==> src/rtl/ex_issue_stage.sv <==
// ex_issue_stage: ID/EX issue stage in front of the 32-bit ALU.
// Decodes the ALU control code, picks src2 (rt or sign-extended immediate),
// and holds results in a main register plus a skid register so the ALU
// inputs are registered and backpressure never drops or reorders work.
module ex_issue_stage #(
  parameter int DATA_W = 32,
  parameter int IMM_W  = 16
) (
  input  logic              clk,
  input  logic              rst_n,
  input  logic              flush,
  input  logic              in_valid,
  output logic              in_ready,
  input  logic [1:0]        in_aluop,
  input  logic [5:0]        in_funct,
  input  logic [DATA_W-1:0] in_rs_data,
  input  logic [DATA_W-1:0] in_rt_data,
  input  logic [IMM_W-1:0]  in_imm,
  input  logic              in_alusrc,
  input  logic [4:0]        in_rd,
  input  logic              in_regwrite,
  output logic              out_valid,
  input  logic              out_ready,
  output logic [DATA_W-1:0] out_src1,
  output logic [DATA_W-1:0] out_src2,
  output logic [3:0]        out_alu_control,
  output logic [4:0]        out_rd,
  output logic              out_regwrite,
  output logic              out_illegal
);

  logic [3:0]        w_ctrl;
  logic              w_illegal;
  logic              w_regwrite;
  logic [DATA_W-1:0] w_imm_ext;
  logic [DATA_W-1:0] w_src2;
  logic              w_accept;
  logic              w_drain;
  logic              w_main_free;

  // Main entry: drives every out_* signal directly.
  logic              r_m_valid;
  logic [DATA_W-1:0] r_m_src1;
  logic [DATA_W-1:0] r_m_src2;
  logic [3:0]        r_m_ctrl;
  logic [4:0]        r_m_rd;
  logic              r_m_regwrite;
  logic              r_m_illegal;

  // Skid entry: catches one instruction while main is stalled.
  logic              r_s_valid;
  logic [DATA_W-1:0] r_s_src1;
  logic [DATA_W-1:0] r_s_src2;
  logic [3:0]        r_s_ctrl;
  logic [4:0]        r_s_rd;
  logic              r_s_regwrite;
  logic              r_s_illegal;

  // in_ready comes straight from a flop: room exists whenever skid is empty.
  assign in_ready    = ~r_s_valid;
  assign w_accept    = in_valid & in_ready;
  assign w_drain     = r_m_valid & out_ready;
  assign w_main_free = ~r_m_valid | w_drain;

  assign w_imm_ext  = {{(DATA_W-IMM_W){in_imm[IMM_W-1]}}, in_imm};
  assign w_src2     = in_alusrc ? w_imm_ext : in_rt_data;
  assign w_regwrite = in_regwrite & ~w_illegal;

  // ALU control decode; unknown R-type functs fall back to add and are flagged.
  always_comb begin
    w_ctrl    = 4'b0010;
    w_illegal = 1'b0;
    case (in_aluop)
      2'b00: w_ctrl = 4'b0010;
      2'b01: w_ctrl = 4'b0110;
      2'b11: w_ctrl = 4'b0111;
      default: begin
        case (in_funct)
          6'b100000: w_ctrl = 4'b0010;
          6'b100010: w_ctrl = 4'b0110;
          6'b100100: w_ctrl = 4'b0000;
          6'b100101: w_ctrl = 4'b0001;
          6'b101010: w_ctrl = 4'b0111;
          6'b100111: w_ctrl = 4'b1100;
          default: begin
            w_ctrl    = 4'b0010;
            w_illegal = 1'b1;
          end
        endcase
      end
    endcase
  end

  // Main register: refill from skid first (FIFO order), else from the input.
  always_ff @(posedge clk or negedge rst_n) begin
    if (!rst_n) begin
      r_m_valid    <= 1'b0;
      r_m_src1     <= '0;
      r_m_src2     <= '0;
      r_m_ctrl     <= 4'b0000;
      r_m_rd       <= 5'd0;
      r_m_regwrite <= 1'b0;
      r_m_illegal  <= 1'b0;
    end else if (flush) begin
      r_m_valid <= 1'b0;
    end else if (w_main_free) begin
      if (r_s_valid) begin
        r_m_valid    <= 1'b1;
        r_m_src1     <= r_s_src1;
        r_m_src2     <= r_s_src2;
        r_m_ctrl     <= r_s_ctrl;
        r_m_rd       <= r_s_rd;
        r_m_regwrite <= r_s_regwrite;
        r_m_illegal  <= r_s_illegal;
      end else if (w_accept) begin
        r_m_valid    <= 1'b1;
        r_m_src1     <= in_rs_data;
        r_m_src2     <= w_src2;
        r_m_ctrl     <= w_ctrl;
        r_m_rd       <= in_rd;
        r_m_regwrite <= w_regwrite;
        r_m_illegal  <= w_illegal;
      end else begin
        r_m_valid <= 1'b0;
      end
    end
  end

  // Skid register: loads only when main is full and stalled; empties when main frees up.
  always_ff @(posedge clk or negedge rst_n) begin
    if (!rst_n) begin
      r_s_valid    <= 1'b0;
      r_s_src1     <= '0;
      r_s_src2     <= '0;
      r_s_ctrl     <= 4'b0000;
      r_s_rd       <= 5'd0;
      r_s_regwrite <= 1'b0;
      r_s_illegal  <= 1'b0;
    end else if (flush) begin
      r_s_valid <= 1'b0;
    end else if (w_main_free) begin
      r_s_valid <= 1'b0;
    end else if (w_accept) begin
      r_s_valid    <= 1'b1;
      r_s_src1     <= in_rs_data;
      r_s_src2     <= w_src2;
      r_s_ctrl     <= w_ctrl;
      r_s_rd       <= in_rd;
      r_s_regwrite <= w_regwrite;
      r_s_illegal  <= w_illegal;
    end
  end

  assign out_valid       = r_m_valid;
  assign out_src1        = r_m_src1;
  assign out_src2        = r_m_src2;
  assign out_alu_control = r_m_ctrl;
  assign out_rd          = r_m_rd;
  assign out_regwrite    = r_m_regwrite;
  assign out_illegal     = r_m_illegal;

endmodule

==> config.mk <==
export PLATFORM = sky130hd
export DESIGN_NAME = ex_issue_stage
export DESIGN_NICKNAME = d
export VERILOG_FILES = /design/src/rtl/ex_issue_stage.sv
export SDC_FILE = /design/constraint.sdc
export NUM_CORES = 1
export LEC_CHECK = 0
export CAP_MARGIN = 15
export CORE_UTILIZATION = 49
export DETAILED_ROUTE_END_ITERATION = 8
export GPL_ROUTABILITY_DRIVEN = 1
export MAX_ROUTING_LAYER = met4
export PLACE_DENSITY = 0.9
export SLEW_MARGIN = 30
export SYNTH_ARGS = -nofsm -noshare
export SYNTH_HDL_FRONTEND = slang
export SYNTH_SLANG_ARGS = --single-unit
==> constraint.sdc <==
create_clock -name clk -period 1.7 [get_ports clk]
set_input_delay 0.17 -clock clk [delete_from_list [all_inputs] [get_ports clk]]
set_output_delay 0.17 -clock clk [all_outputs]
set_load 0.02 [all_outputs]
== Word-level counts from Yosys, hierarchy flattened ==
Index checks and enable logic that the tools add are counted.

* Bits in registers: 152
* Bits of input ports: 100
* Output and inout port bits: 77
* Word-level logic and storage cells: 63

* Equality and inequality tests: 8
* Mux-type cells: 24
* Bitwise gates (word level): 9
* Reductions and logical operators: 8

{| class="wikitable"
|+ Operator list
! cell !! count
|-
| 32-bit two-way mux || 5
|-
| 6-bit == test (second input constant) || 6
|-
| 4-bit case mux with 5 select lines || 1
|-
| 1-bit two-way mux || 13
|-
| 4-bit case mux with 3 select lines || 1
|-
| 5-bit two-way mux || 2
|-
| 4-bit two-way mux || 2
|-
| 3-bit AND reduction || 2
|-
| 6-bit OR reduction || 1
|-
| 1-bit NOT || 5
|-
| 2-bit nonzero test || 2
|-
| 1-bit bitwise AND || 3
|-
| 3-bit nonzero test || 1
|-
| 3-bit OR reduction || 1
|-
| 2-bit by 1-bit == test with 1-bit output (second input constant) || 1
|-
| 2-bit == test (second input constant) || 1
|-
| 2-bit logical NOT || 1
|-
| 1-bit bitwise OR || 1
|}

== Logic depth before layout (Yosys ltp) ==
Gate-level depths: netlist of run 1.

* Depth after elaboration: 8
* Depth in mapped cells: 8
* Depth with buffers taken out: 4

== Least setup slack after synthesis of run 1 ==
No wires, ideal clock.

* Path type: register to register
* From: register r_m_valid (netlist: out_valid)
* To: register r_m_illegal (netlist: out_illegal)
* Library setup time: 0.126 ns
* Arrival time: 1.571 ns
* Data required time: 1.574 ns
* Slack: 0.003 ns
* Cell stages (with the launch flop): 6
* Buffers on the path: 2
* Period minus slack after synthesis: 1.697 ns
* Cells stage by stage: dfrtp_1 nor2b_1 or3_1 buf_6 buf_6 a221o_1

* Longest elaborated chain between the ends: 3
* Elaborated cells between the ends (all ways): 4
* Classes of those cells: bitwise: 3; reduce/logical: 1

{| class="wikitable"
|+ RTL lines
! what !! RTL line !! source
|-
| start, declared || 42 || <nowiki>logic r_m_valid;</nowiki>
|-
| start signal, assigned || 97 || <nowiki>r_m_valid <= 1'b0;</nowiki>
|-
| start signal, assigned || 105 || <nowiki>r_m_valid <= 1'b0;</nowiki>
|-
| start signal, assigned || 108 || <nowiki>r_m_valid <= 1'b1;</nowiki>
|-
| 1-bit bitwise AND or 1-bit NOT (tied branches) || 62, 63 ||
|-
| 1-bit bitwise OR * || 63 || <nowiki>assign w_main_free = ~r_m_valid | w_drain;</nowiki>
|-
| 3-bit AND reduction (no line) * || -- ||
|-
| end signal, assigned || 114 || <nowiki>r_m_illegal <= r_s_illegal;</nowiki>
|-
| end signal, assigned || 122 || <nowiki>r_m_illegal <= w_illegal;</nowiki>
|-
| end, declared || 48 || <nowiki>logic r_m_illegal;</nowiki>
|}

Mark *: on every way between the ends. The rest lies on a longest branch, timed or not.
A chain may end at the register's enable or synchronous reset.

== Worst setup path in the final report of run 1 ==
* From: register r_s_valid
* To: output in_ready

* Longest elaborated chain between the ends: 1

{| class="wikitable"
|+ RTL lines
! what !! RTL line !! source
|-
| start, declared || 51 || <nowiki>logic r_s_valid;</nowiki>
|-
| start signal, assigned || 132 || <nowiki>r_s_valid <= 1'b0;</nowiki>
|-
| start signal, assigned || 140 || <nowiki>r_s_valid <= 1'b0;</nowiki>
|-
| start signal, assigned || 142 || <nowiki>r_s_valid <= 1'b0;</nowiki>
|-
| 1-bit NOT || 60 || <nowiki>assign in_ready = ~r_s_valid;</nowiki>
|-
| end, declared || 13 || <nowiki>output logic in_ready,</nowiki>
|}

Every way passes these cells.

==> flow_summary.ini, run 1 <==
[status]
outcome = complete, no violations

[final_layout]
areaGrowthSynthToFinish_pct = 38.48
final_cell_mix = clkdlybuf4s50_1, dfrtp_1, nand2_1, o21ai_0, mux2i_1
multi_input_area_um2 = 2649
n_fill_cell = 990
postLayoutCoreUtil_pct = 69.67
finalNetCount = 903
insertedDiodeCount = 0
drive_above_1_share_pct = 11.06
regArea_um2 = 3807
final_common_cell = clkdlybuf4s50_1
finalNonFillerCells = 990

[yosys]
synth_area_leaders = dfrtp_1, mux2i_1, o21ai_0, mux2_2, nand2_1
synth_compound_area_share_pct = 12.43
synth_edf_count = 0
synth.distinct_cells = 33
synth_top_cell_area_share_pct = 57.09
syn_nets = 734
synth_top_family_by_area = multiplexers
synth-simple-area-share_pct = 10.27
synth_xor_area_share_pct = 0
synth-adder-area-share_pct = 0
ys_seq_area_share_pct = 57.09
yosysWarnings = 0
netlist_area_um2 = 6663
synth_seq_cells = 152
syn_avg_cell_area_um2 = 10.51
synth_top_flop_cell = dfrtp_1
ys_async_sr_fraction_pct = 100.0
syn_inst = 634
synth_mux_area_share_pct = 16.79
yosysTopAreaCell = dfrtp_1

[timing]
rsz0062_at_grt = no
whs_ns = 0.2501
final.setup_skew_ns = 0.006968
report.final.slew_viol_count = 0
fin_crit_sh_pct = 95.42
hold_viol = 0
tightest_slew_ns = 0.4882
setup_viol = 0
fmax_ghz = 0.6165
fin_tns_setup_ns = 0
max-slew-margin-rel_pct = 67.45
layout_min_cycle_time_ns = 1.622

[critical_path]
crit_start = r_s_valid
critPathCapture = in_ready
cp_max_fo = 5
rr_endpoint = out_src2[10]
cp-start-kind = flop
slowest_stage = dfrtp_4
required_ns = 1.53
crit_family = flip-flops
critPathBufInv = 2
worstReg2RegStart = out_valid
end_kind = primary output
r2r.worst_path.cells = 4
cp_num_cells = 2
cpPeakStageDelay_ns = 0.52
ff2ff_setup_slack_ns = 0.09
critPathKind = flop to primary output
crit_chain = inv_1, dlygate4sd2_1
critical_path_arrival_ns = 1.45

[global_routing]
antenna_found_initial = 0
grt_pass1_wl_mm = 25.62
gr-usage-all-layers_pct = 24.09
grt_max_degree = 84
gr-total-overflow = 0
grt_pass1_vias = 5263

[clock_tree]
root_buffer = clkbuf_16
post_cts_buffers = 0
htreeDepth = 4
clk_pin_slew_worst_paths_ns = 0.06
cts_tree = done
cts_made_buffers = 17
worstSkewPairLatency_ns = 0.42
clockBufferDepth = 2
cts.sinks = 152

[detailed_routing]
avgViaCountPerCell = 5.298
vias = 5245
post-route-drc-count = 0
ant_nets = 0
drtIter0Drc = 336
wl_mm = 15.60
wl_per_cell_um = 15.76
first_pass_iters = 4

[place]
place_congestion = 0.8304
port_buffers = 176
dp_hpwl_mm = 10.45
dp_cells = 959

[floorplanning]
num_rows = 42
core-area_um2 = 13240
die_area_um2 = 14070
die_y_um = 118.6
initial_core_util_pct = 50.31
io_pins = 177
die_x_um = 118.6

[power_and_ir_drop]
power_per_cell_area_nw_per_um2 = 1123
ir_drop_mv = 0.8266
p_leak_nw = 4.082
total_power_mw = 10.36

[worst_hold_path]
min_path_type = input port to async pin

[job]
drv_cap = 0
[power by group]
group | switching, mW | internal (mW)
registers | 0.401 | 4.35
clock network | 1.35 | 1.95
logic | 1.12 | 1.19
total | 2.87 | 7.49
[layout make-up]
cell class | instances | share of cell area, %
Multi-Input combinational cell | 432 | 28.71
Timing Repair Buffer | 197 | 22.00
Tap cell | 176 | 2.387
Sequential cell | 152 | 41.27
Clock buffer | 26 | 5.302
Clock inverter | 4 | 0.2170
Inverter | 3 | 0.1221
[state kept, by name, summed over array words and instances, names as in the netlist, 4 cells and up]
signal,flops
r_s_src1,32
r_s_ctrl,4
out_src1,32
out_src2,32
out_alu_control,4
out_rd,5
r_s_src2,32
r_s_rd,5
[synthesized netlist by cell type, types with 2 or more instances]
library cell,count
a31oi_1,2
clkbuf_1,25
dfrtp_1,152
inv_1,3
buf_6,2
buf_2,17
a21oi_1,39
and3_1,2
mux2i_1,69
o21ai_0,103
or3_1,2
a31o_2,2
o21a_1,2
o31ai_1,2
a21o_1,2
nand2_1,106
nand3_1,6
nor2_1,40
nor3_1,2
nor2b_1,3
nand2b_1,3
buf_1,2
mux2_2,38
[worst reg2reg max path: cells and delay by family, from the launching register on]
kind / cells / cell delay [ns]
compound gates: 1 / 0.27
buf+inv: 1 / 0.21
flops: 1 / 0.39
simple gates: 2 / 0.62
[through the flow]
| stage | setup slack [ns] | area, µm² |
|---|---|---|
| finish | 0.07789 | 9226 |
| global route | 0.01496 | 9226 |
| CTS | 0.06170 | 9226 |
| detailed placement | -0.06899 | 8708 |
| global placement | 0.007541 | 8708 |
| floorplan | 0.003179 | 6663 |
[worst min path at each step]
stage | from | end | slack, ns | cells past startpoint
floorplan | rst_n | out_alu_control[0] | -0.13 | 0
global placement | rst_n | out_src2[15] | 0.13 | 1
detailed placement | rst_n | out_src2[19] | 0.13 | 1
CTS | in_alusrc | r_s_src2[28] | 0.25 | 3
global route | rst_n | out_src2[19] | 0.30 | 2
finish | rst_n | out_src2[20] | 0.25 | 2
[logic make-up after synthesis]
family / count (synthesis)
AOI/OAI and AO/OA: 157
buffers and inverters: 50
DFF: 152
muxes: 107
and+or+nand+nor: 168
[metal layers]
metal  up-vias  GRT usage, %  part of all wire (%)
li1       2518             -                     -
met1      2543         28.47                    41
met2       162         39.80                    52
met3        22         6.322                   5.8
met4         0         8.386                   1.6
met5         -             -                     0
[timing repair]
item | in CTS | in global routing
gates resized for setup | 1 | 0
endpoints found under the hold margin | 41 | 0
setup endpoints to repair | 1 | 0
hold buffers | 1 | 0
No activity file was read; power rests on OpenSTA's default activity.
==> run 2, diff against run 1 <==
Settings changed: CORE_UTILIZATION 49 to 50, DONT_BUFFER_PORTS from default to 1, PLACE_DENSITY 0.9 to 0.74.
==> flow_summary.ini, run 2 (synthesis gave the netlist of run 1 again) <==
[status]
outcome = finished with violations
violations = hold timing

[floorplanning]
die_y_um = 117.4
initial_core_util_pct = 51.95
die_area_um2 = 13790
core-area_um2 = 12820
io_pins = 177
die_x_um = 117.4
num_rows = 41

[clock_tree]
cts_tree = done
clockBufferDepth = 2
clk_pin_slew_worst_paths_ns = 0.06
cts_made_buffers = 17
cts.sinks = 152
htreeDepth = 4
worstSkewPairLatency_ns = 0.41
root_buffer = clkbuf_16
post_cts_buffers = 0

[final_layout]
areaGrowthSynthToFinish_pct = 22.61
final_cell_mix = dfrtp_1, nand2_1, o21ai_0, mux2i_1, dlygate4sd3_1
final_common_cell = dfrtp_1
postLayoutCoreUtil_pct = 63.70
drive_above_1_share_pct = 12.72
finalNetCount = 779
insertedDiodeCount = 0

[place]
place_congestion = 0.8092
dp_hpwl_mm = 9.154
port_buffers = 0

[power_and_ir_drop]
p_leak_nw = 3.685
ir_drop_mv = 0.8104
power_per_cell_area_nw_per_um2 = 1262

[timing]
final.setup_skew_ns = 0.004271
max-slew-margin-rel_pct = 69.22
rsz0062_at_grt = no
whs_ns = -0.5529
fin_tns_setup_ns = 0
fmax_ghz = 0.6300
fin_crit_sh_pct = 93.37
report.final.slew_viol_count = 0
hold_viol = 152
layout_min_cycle_time_ns = 1.587
setup_viol = 0
tightest_slew_ns = 0.4592

[critical_path]
slowest_stage = dfrtp_4
worstReg2RegStart = out_valid
crit_family = flip-flops
critical_path_arrival_ns = 1.42
end_kind = primary output
r2r.worst_path.cells = 4
critPathBufInv = 3
cp-start-kind = flop
cpPeakStageDelay_ns = 0.54
critPathKind = flop to primary output
crit_start = r_s_valid
crit_chain = buf_16, inv_2, buf_4
rr_endpoint = out_alu_control[0]
required_ns = 1.53
cp_max_fo = 25
ff2ff_setup_slack_ns = 0.12

[global_routing]
gr-total-overflow = 0
grt_pass1_vias = 5031
grt_pass1_wl_mm = 25.41
grt_max_degree = 153
gr-usage-all-layers_pct = 24.35
antenna_found_initial = 0

[detailed_routing]
vias = 4770
ant_nets = 0
drtIter0Drc = 284
wl_mm = 15.30
post-route-drc-count = 0
wl_per_cell_um = 17.70
avgViaCountPerCell = 5.521
first_pass_iters = 4

[job]
drv_cap = 0

[worst_hold_path]
min_path_type = input port to async pin
run 2: routing by layer:
metal,GRT usage (%),up-vias,routed length [µm]
li1,-,2279,-
met1,28.46,2310,6368
met2,39.68,161,7624
met3,7.442,20,1091
met4,8.685,0,210
met5,-,-,0
run 2: area by class of cell:
class	instances	area [µm²]
multi-input cells	432	2656
flip-flops and latches	152	3807
well taps	172	215.2
fillers	1008	4656
inverters	3	11.26
repair buffers	73	830.8
clock buffers	27	543.0
clock inverters	5	105.1
run 2: worst register-to-register path, stage by stage (launching register included):
cell	delay [ns]
dfrtp_1	0.38
nor2b_1	0.19
or3_4	0.46
buf_12	0.20
a22o_1	0.25
run 2: worst max-delay path by stage:
stage | end | slack [ns] | cells after the start
after floorplan | out_illegal | 0.003 | 5
after detailed placement | out_src1[11] | 0.07 | 4
after CTS | out_src1[11] | 0.009 | 4
after global routing | out_src2[2] | 0.04 | 5
final | in_ready | 0.11 | 3
after global placement | out_src1[21] | 0.18 | 5
run 2: through the flow:
step	cell area [µm²]	total power [mW]	setup slack [ns]	std cells
floorplan	6663	5.877	0.003179	634
global placement	6813	6.053	0.1753	768
detailed placement	6813	6.158	0.06632	768
CTS	8144	10.37	0.009272	863
global route	8169	10.80	0.04167	864
finish	8169	10.31	0.1127	864
run 2: repair_timing:
item / in CTS / in global routing
cloned: 2 / 0
hold endpoints to repair: 241 / 153
endpoints found under the setup margin: 1 / 22
resized for setup: 1 / 5
hold buffers: 61 / 1
run 2: power by group:
| group | switching (mW) | leakage, nW | internal (mW) |
|---|---|---|---|
| clock network | 1.42 | 0.312 | 2.63 |
| registers | 0.822 | 1.89 | 4.34 |
| logic | 0.504 | 1.48 | 0.594 |
| total | 2.74 | 3.69 | 7.56 |
